## src/rtl/fir_channel_scheduler.sv

```systemverilog
// Time-multiplexed serial FIR shared by N_CH sample streams: one MAC, per-channel delay lines.
// Define FIR_SCHED_RR_EN for round-robin arbitration; otherwise lowest channel index wins.
module fir_channel_scheduler #(
  parameter int unsigned N_TAPS     = 21,
  parameter int unsigned DATA_WIDTH = 16,
  parameter int unsigned COEF_WIDTH = 16,
  parameter int unsigned OUT_WIDTH  = 37,
  parameter int unsigned N_CH       = 2,
  localparam int unsigned CH_W      = (N_CH > 1) ? $clog2(N_CH) : 1,
  localparam int unsigned TAP_W     = $clog2(N_TAPS)
) (
  input  logic                         clk,
  input  logic                         rst_n,
  input  logic [N_CH*DATA_WIDTH-1:0]   ch_x_in,
  input  logic [N_CH-1:0]              ch_valid,
  output logic [N_CH-1:0]              ch_ready,
  input  logic                         coef_we,
  input  logic [TAP_W-1:0]             coef_addr,
  input  logic [COEF_WIDTH-1:0]        coef_wdata,
  output logic [OUT_WIDTH-1:0]         y_out,
  output logic [CH_W-1:0]              y_ch,
  output logic                         y_valid,
  output logic                         busy
);

  localparam int unsigned PROD_W = DATA_WIDTH + COEF_WIDTH;

  typedef enum logic [0:0] {StIdle, StMac} state_e;

  state_e                         state_q, state_d;
  logic signed [DATA_WIDTH-1:0]   dline_q [N_CH][N_TAPS];
  logic [TAP_W-1:0]               wr_ptr_q [N_CH];
  logic signed [COEF_WIDTH-1:0]   coef_q [N_TAPS];
  logic [CH_W-1:0]                ch_q;
  logic [TAP_W-1:0]               tap_q;
  logic [TAP_W-1:0]               newest_q;
  logic signed [OUT_WIDTH-1:0]    acc_q;
  logic [OUT_WIDTH-1:0]           y_out_q;
  logic [CH_W-1:0]                y_ch_q;
  logic                           y_valid_q;
`ifdef FIR_SCHED_RR_EN
  logic [CH_W-1:0]                rr_q;
`endif

  logic [CH_W-1:0]                grant_ch;
  logic                           found;
  logic                           accept;
  logic                           mac_last;
  logic [TAP_W-1:0]               rd_idx;
  logic signed [PROD_W-1:0]       prod;
  logic signed [OUT_WIDTH-1:0]    prod_ext;
  logic signed [OUT_WIDTH-1:0]    acc_sum;

  // Arbitration sees only ch_valid and state, never sample data.
  always_comb begin
    grant_ch = '0;
    found    = 1'b0;
`ifdef FIR_SCHED_RR_EN
    for (int unsigned i = 0; i < N_CH; i++) begin
      int unsigned cand;
      cand = (32'(rr_q) + 1 + i) % N_CH;
      if (!found && ch_valid[cand]) begin
        found    = 1'b1;
        grant_ch = CH_W'(cand);
      end
    end
`else
    for (int i = int'(N_CH) - 1; i >= 0; i--) begin
      if (ch_valid[i]) begin
        found    = 1'b1;
        grant_ch = CH_W'(i);
      end
    end
`endif
  end

  assign accept   = (state_q == StIdle) && found;
  assign mac_last = (state_q == StMac) && (tap_q == TAP_W'(N_TAPS - 1));
  assign ch_ready = (rst_n && accept) ? (N_CH'(1) << grant_ch) : '0;

  // Tap 0 is the newest sample; older taps walk backwards around the circular line.
  always_comb begin
    if (newest_q >= tap_q) begin
      rd_idx = newest_q - tap_q;
    end else begin
      rd_idx = TAP_W'({1'b0, newest_q} + (TAP_W + 1)'(N_TAPS) - {1'b0, tap_q});
    end
    prod     = dline_q[ch_q][rd_idx] * coef_q[tap_q];
    prod_ext = OUT_WIDTH'(prod);
    acc_sum  = acc_q + prod_ext;
  end

  always_comb begin
    state_d = state_q;
    unique case (state_q)
      StIdle:  if (accept) state_d = StMac;
      StMac:   if (mac_last) state_d = StIdle;
      default: state_d = StIdle;
    endcase
  end

  always_ff @(posedge clk or negedge rst_n) begin
    if (!rst_n) begin
      state_q <= StIdle;
    end else begin
      state_q <= state_d;
    end
  end

  always_ff @(posedge clk or negedge rst_n) begin
    if (!rst_n) begin
      for (int c = 0; c < int'(N_CH); c++) begin
        wr_ptr_q[c] <= '0;
        for (int t = 0; t < int'(N_TAPS); t++) dline_q[c][t] <= '0;
      end
      for (int t = 0; t < int'(N_TAPS); t++) coef_q[t] <= '0;
      ch_q      <= '0;
      tap_q     <= '0;
      newest_q  <= '0;
      acc_q     <= '0;
      y_out_q   <= '0;
      y_ch_q    <= '0;
      y_valid_q <= 1'b0;
    end else begin
      y_valid_q <= 1'b0;
      if (accept) begin
        dline_q[grant_ch][wr_ptr_q[grant_ch]] <=
            ch_x_in[int'(grant_ch)*DATA_WIDTH +: DATA_WIDTH];
        wr_ptr_q[grant_ch] <= (wr_ptr_q[grant_ch] == TAP_W'(N_TAPS - 1)) ? '0
                                                                          : wr_ptr_q[grant_ch] + 1'b1;
        newest_q <= wr_ptr_q[grant_ch];
        ch_q     <= grant_ch;
        acc_q    <= '0;
        tap_q    <= '0;
      end
      if (state_q == StMac) begin
        acc_q <= acc_sum;
        tap_q <= tap_q + 1'b1;
      end
      if (mac_last) begin
        y_out_q   <= acc_sum;
        y_ch_q    <= ch_q;
        y_valid_q <= 1'b1;
      end
      if (coef_we && (state_q == StIdle) && (32'(coef_addr) < N_TAPS)) begin
        coef_q[coef_addr] <= coef_wdata;
      end
    end
  end

`ifdef FIR_SCHED_RR_EN
  // Reset value makes channel 0 the first winner.
  always_ff @(posedge clk or negedge rst_n) begin
    if (!rst_n) begin
      rr_q <= CH_W'(N_CH - 1);
    end else if (accept) begin
      rr_q <= grant_ch;
    end
  end
`endif

  assign y_out   = y_out_q;
  assign y_ch    = y_ch_q;
  assign y_valid = y_valid_q;
  assign busy    = (state_q == StMac);

endmodule
```

## config.mk

```make
export PLATFORM = sky130hd
export DESIGN_NAME = fir_channel_scheduler
export DESIGN_NICKNAME = d
export VERILOG_FILES = /design/src/rtl/fir_channel_scheduler.sv
export SDC_FILE = /design/constraint.sdc
export NUM_CORES = 2
export LEC_CHECK = 0
export ABC_AREA = 1
export CORE_UTILIZATION = 65
export DETAILED_ROUTE_END_ITERATION = 10
export MAX_ROUTING_LAYER = met4
export PLACE_DENSITY = 0.82
export SYNTH_ARGS = -nofsm -noshare
export SYNTH_HDL_FRONTEND = slang
export SYNTH_SLANG_ARGS = --single-unit
```

## constraint.sdc

```tcl
create_clock -name clk -period 15.2 [get_ports clk]
set_clock_uncertainty 0.2 [all_clocks]
set_input_delay 2.28 -clock clk [delete_from_list [all_inputs] [get_ports clk]]
set_output_delay 2.28 -clock clk [all_outputs]
set_load 0.05 [all_outputs]
```

==> results.py <==
metrics = {
    "clock_network": {
        "cts_resized": 0,
        "cts_root_buf": "clkbuf_16",
        "insertion_delay_ns": 0.74,
        "clk_pin_slew_worst_paths_ns": 0.06,
        "postCtsHoldBufs": 0,
        "numCtsBuffers": 112,
        "clk_path_buf_depth": 3,
        "post_cts_buffers": 0,
        "tritoncts": "yes",
        "htree_levels": 3,
        "clock_sinks": 1106,
    },
    "logic_synthesis": {
        "syn_area_mm2": 0.0633,
        "syn_area_per_cell_um2": 8.38,
        "synth_top_area_cell": "dfrtp_1",
        "async_flop_share_pct": 100,
        "ys_seq_area_share_pct": 43.7,
        "synth.distinct_cells": 54,
        "yosysMostFrequentCell": "nand2_1",
        "synthCells": 7552,
        "synth-seq-cells": 1106,
        "ys.flop_type": "dfrtp_1",
        "synthTopCellsByCount": "1867 x nand2_1, 1106 x dfrtp_1, 1077 x o21ai_0, 761 x inv_1, 530 x nor2_1",
        "ys_warn_count": 0,
        "synth.area.top_cells": "dfrtp_1 44%, nand2_1 11%, fa_1 10%, o21ai_0 8.5%, inv_1 4.5%",
        "synth_nets": 8057,
        "synth_edf_count": 0,
        "synth.top_cell.area_share_pct": 43.7,
    },
    "critical_path": {
        "critPathCaptureType": "flop",
        "crit_arrival_ns": 12.02,
        "rr_endpoint": "y_out[31]",
        "worst-path-max-fanout": 64,
        "cp-startpoint": "tap_q[0]",
        "crit_end": "y_out[31]",
        "critPathMaxStageDelay_ns": 0.87,
        "crit_top_cell": "inv_1",
        "reg2regPathDepth": 36,
        "path_class": "reg -> reg",
        "start_kind": "flop",
        "required_ns": 15.65,
        "crit_slowest_cell": "dfrtp_4",
        "reg2reg_from": "tap_q[0]",
        "reg2reg_slack_ns": 3.63,
    },
    "timing": {
        "maxSlewHeadroom_pct": 8.55,
        "fin_crit_sh_pct": 76.1,
        "report.final.slew_viol_count": 0,
        "min_period_ns": 11.57,
        "worst_pin_slew_ns": 1.36,
        "max_freq_mhz": 86.4,
        "postLayoutSetupSlackWorst_ns": 3.63,
        "hold_viol_final": 0,
        "setup_tns_ns": 0,
        "setup_violations": 0,
        "grt_setup_unrepaired": "no",
    },
    "min_path": {
        "min_path_type": "reg -> reg",
    },
    "floorplan": {
        "dieHeight_um": 314,
        "core_area_mm2": 0.0966,
        "die_x_um": 314,
        "start_util_pct": 65.5,
        "io_pins": 100,
        "rows": 114,
        "dieArea_mm2": 0.0986,
    },
    "drt": {
        "totalWireLength_um": 197000,
        "drtAntennaViolNets": 0,
        "vias": 53846,
        "initialDrtViolationCount": 6471,
        "routedWlPerCell_um": 22.6,
        "avgViaCountPerCell": 6.17,
        "drtPass1Iterations": 6,
        "route.detailed.drc": 0,
    },
    "status": {
        "status": "finished clean",
    },
    "final_layout": {
        "area.growth.synth_to_final_pct": 7.85,
        "n_fill_cell": 7480,
        "nNetsFinal": 7843,
        "drive_above_1_share_pct": 5.55,
        "final_util_pct": 70.7,
    },
    "placed_design": {
        "dp_hpwl_um": 129000,
        "portBuffers": 99,
        "gp_congestion": 0.984,
        "pre_cts_slack_ns": 3.84,
    },
    "global_route": {
        "grt_max_degree": 220,
        "busiest_layer": "met2",
        "grt_pass1_wl_um": 306000,
        "grt_antenna_before_repair": 14,
        "use_met1_pct": 54.7,
        "overflow": 0,
        "grt_pass1_vias": 52461,
        "met2_usage_pct": 60.1,
        "met3_usage_pct": 11.8,
        "track_usage_pct": 42.0,
    },
    "flow_run": {
        "drv_cap": 0,
    },
}
cell usage in the layout (no fill, tap or decap), types with 113 or more instances in the layout:
cell and n:
fa_1 322, o21ai_0 1077, inv_1 759, dfrtp_1 1104
nor2_1 496, a21oi_1 194, ha_1 125, clkbuf_16 113
nand2_1 1867, o211ai_1 124, nand3_1 223, o21a_1 211
how the worst min path moves through the flow:
stage	to	depth (start not counted)	slack (ns)	from
2_1_floorplan	wr_ptr_q[0]	2	0.24	wr_ptr_q[0]
3_3_place_gp	wr_ptr_q[1]	2	0.26	wr_ptr_q[1]
3_5_place_dp	wr_ptr_q[1]	2	0.26	wr_ptr_q[1]
4_1_cts	coef_q[127]	2	0.28	coef_q[127]
5_1_grt	coef_q[145]	2	0.29	coef_q[145]
6_report	coef_q[127]	2	0.28	coef_q[127]
kinds of logic (layout without fill, tap and decap cells):
logic type	after synthesis	after routing	share of synthesized area [%]
XOR/XNOR	32	32	0.443
flip-flops	1106	1106	43.7
adder cells (fa/ha/maj)	447	447	12.7
AND/OR/NAND/NOR	2766	2766	17.4
buffers and inverters	1339	1216	8.58
other	0	16	0
AO/OA/AOI/OAI	1859	1859	17.1
multiplexers	3	3	0.0475
flip-flops by register name, indices dropped and copies added, names as in the netlist:
name,cells
tap_q,5
wr_ptr_q,10
coef_q,336
y_out,37
y_ch,1
busy,1
acc_q,37
y_valid,1
newest_q,5
dline_q,672
ch_q,1
final cells by class:
type / instances / area, um^2 / area share [%]
multi-input combinational: 5107 / 30300 / 44.4
sequential: 1106 / 27700 / 40.6
clock buffer: 165 / 3230 / 4.74
inverter: 799 / 3010 / 4.41
timing repair buffer: 212 / 1880 / 2.76
tap: 1276 / 1600 / 2.34
clock inverter: 40 / 529 / 0.775
antenna: 16 / 40.0 / 0.0587
critical path: cells and delay by family (launching register included):
family / cells / cell delay, ns
flip-flops: 1 / 0.87
buffers and inverters: 9 / 1.74
adder cells (fa/ha/maj): 8 / 4.35
AO/OA/AOI/OAI: 2 / 0.96
AND/OR/NAND/NOR: 17 / 3.32
metrics by stage:
step / cell area (um^2) / hold slack, ns / instances
finish: 68300 / 0.279 / 8721
global route: 68200 / 0.292 / 8718
CTS: 68200 / 0.282 / 8705
detailed placement: 64500 / 0.261 / 8500
global placement: 64500 / 0.257 / 8500
floorplan: 63300 / 0.244 / 7552
per-layer routing:
layer,routed length [um],vias up
li1,-,23934
met1,75300,26132
met2,85700,3104
met3,24100,676
met4,12000,0
met5,0,-
Power is left out: the tool's default activity adds up to more than one toggle a clock period on the data nets, which glitch-free logic cannot reach.
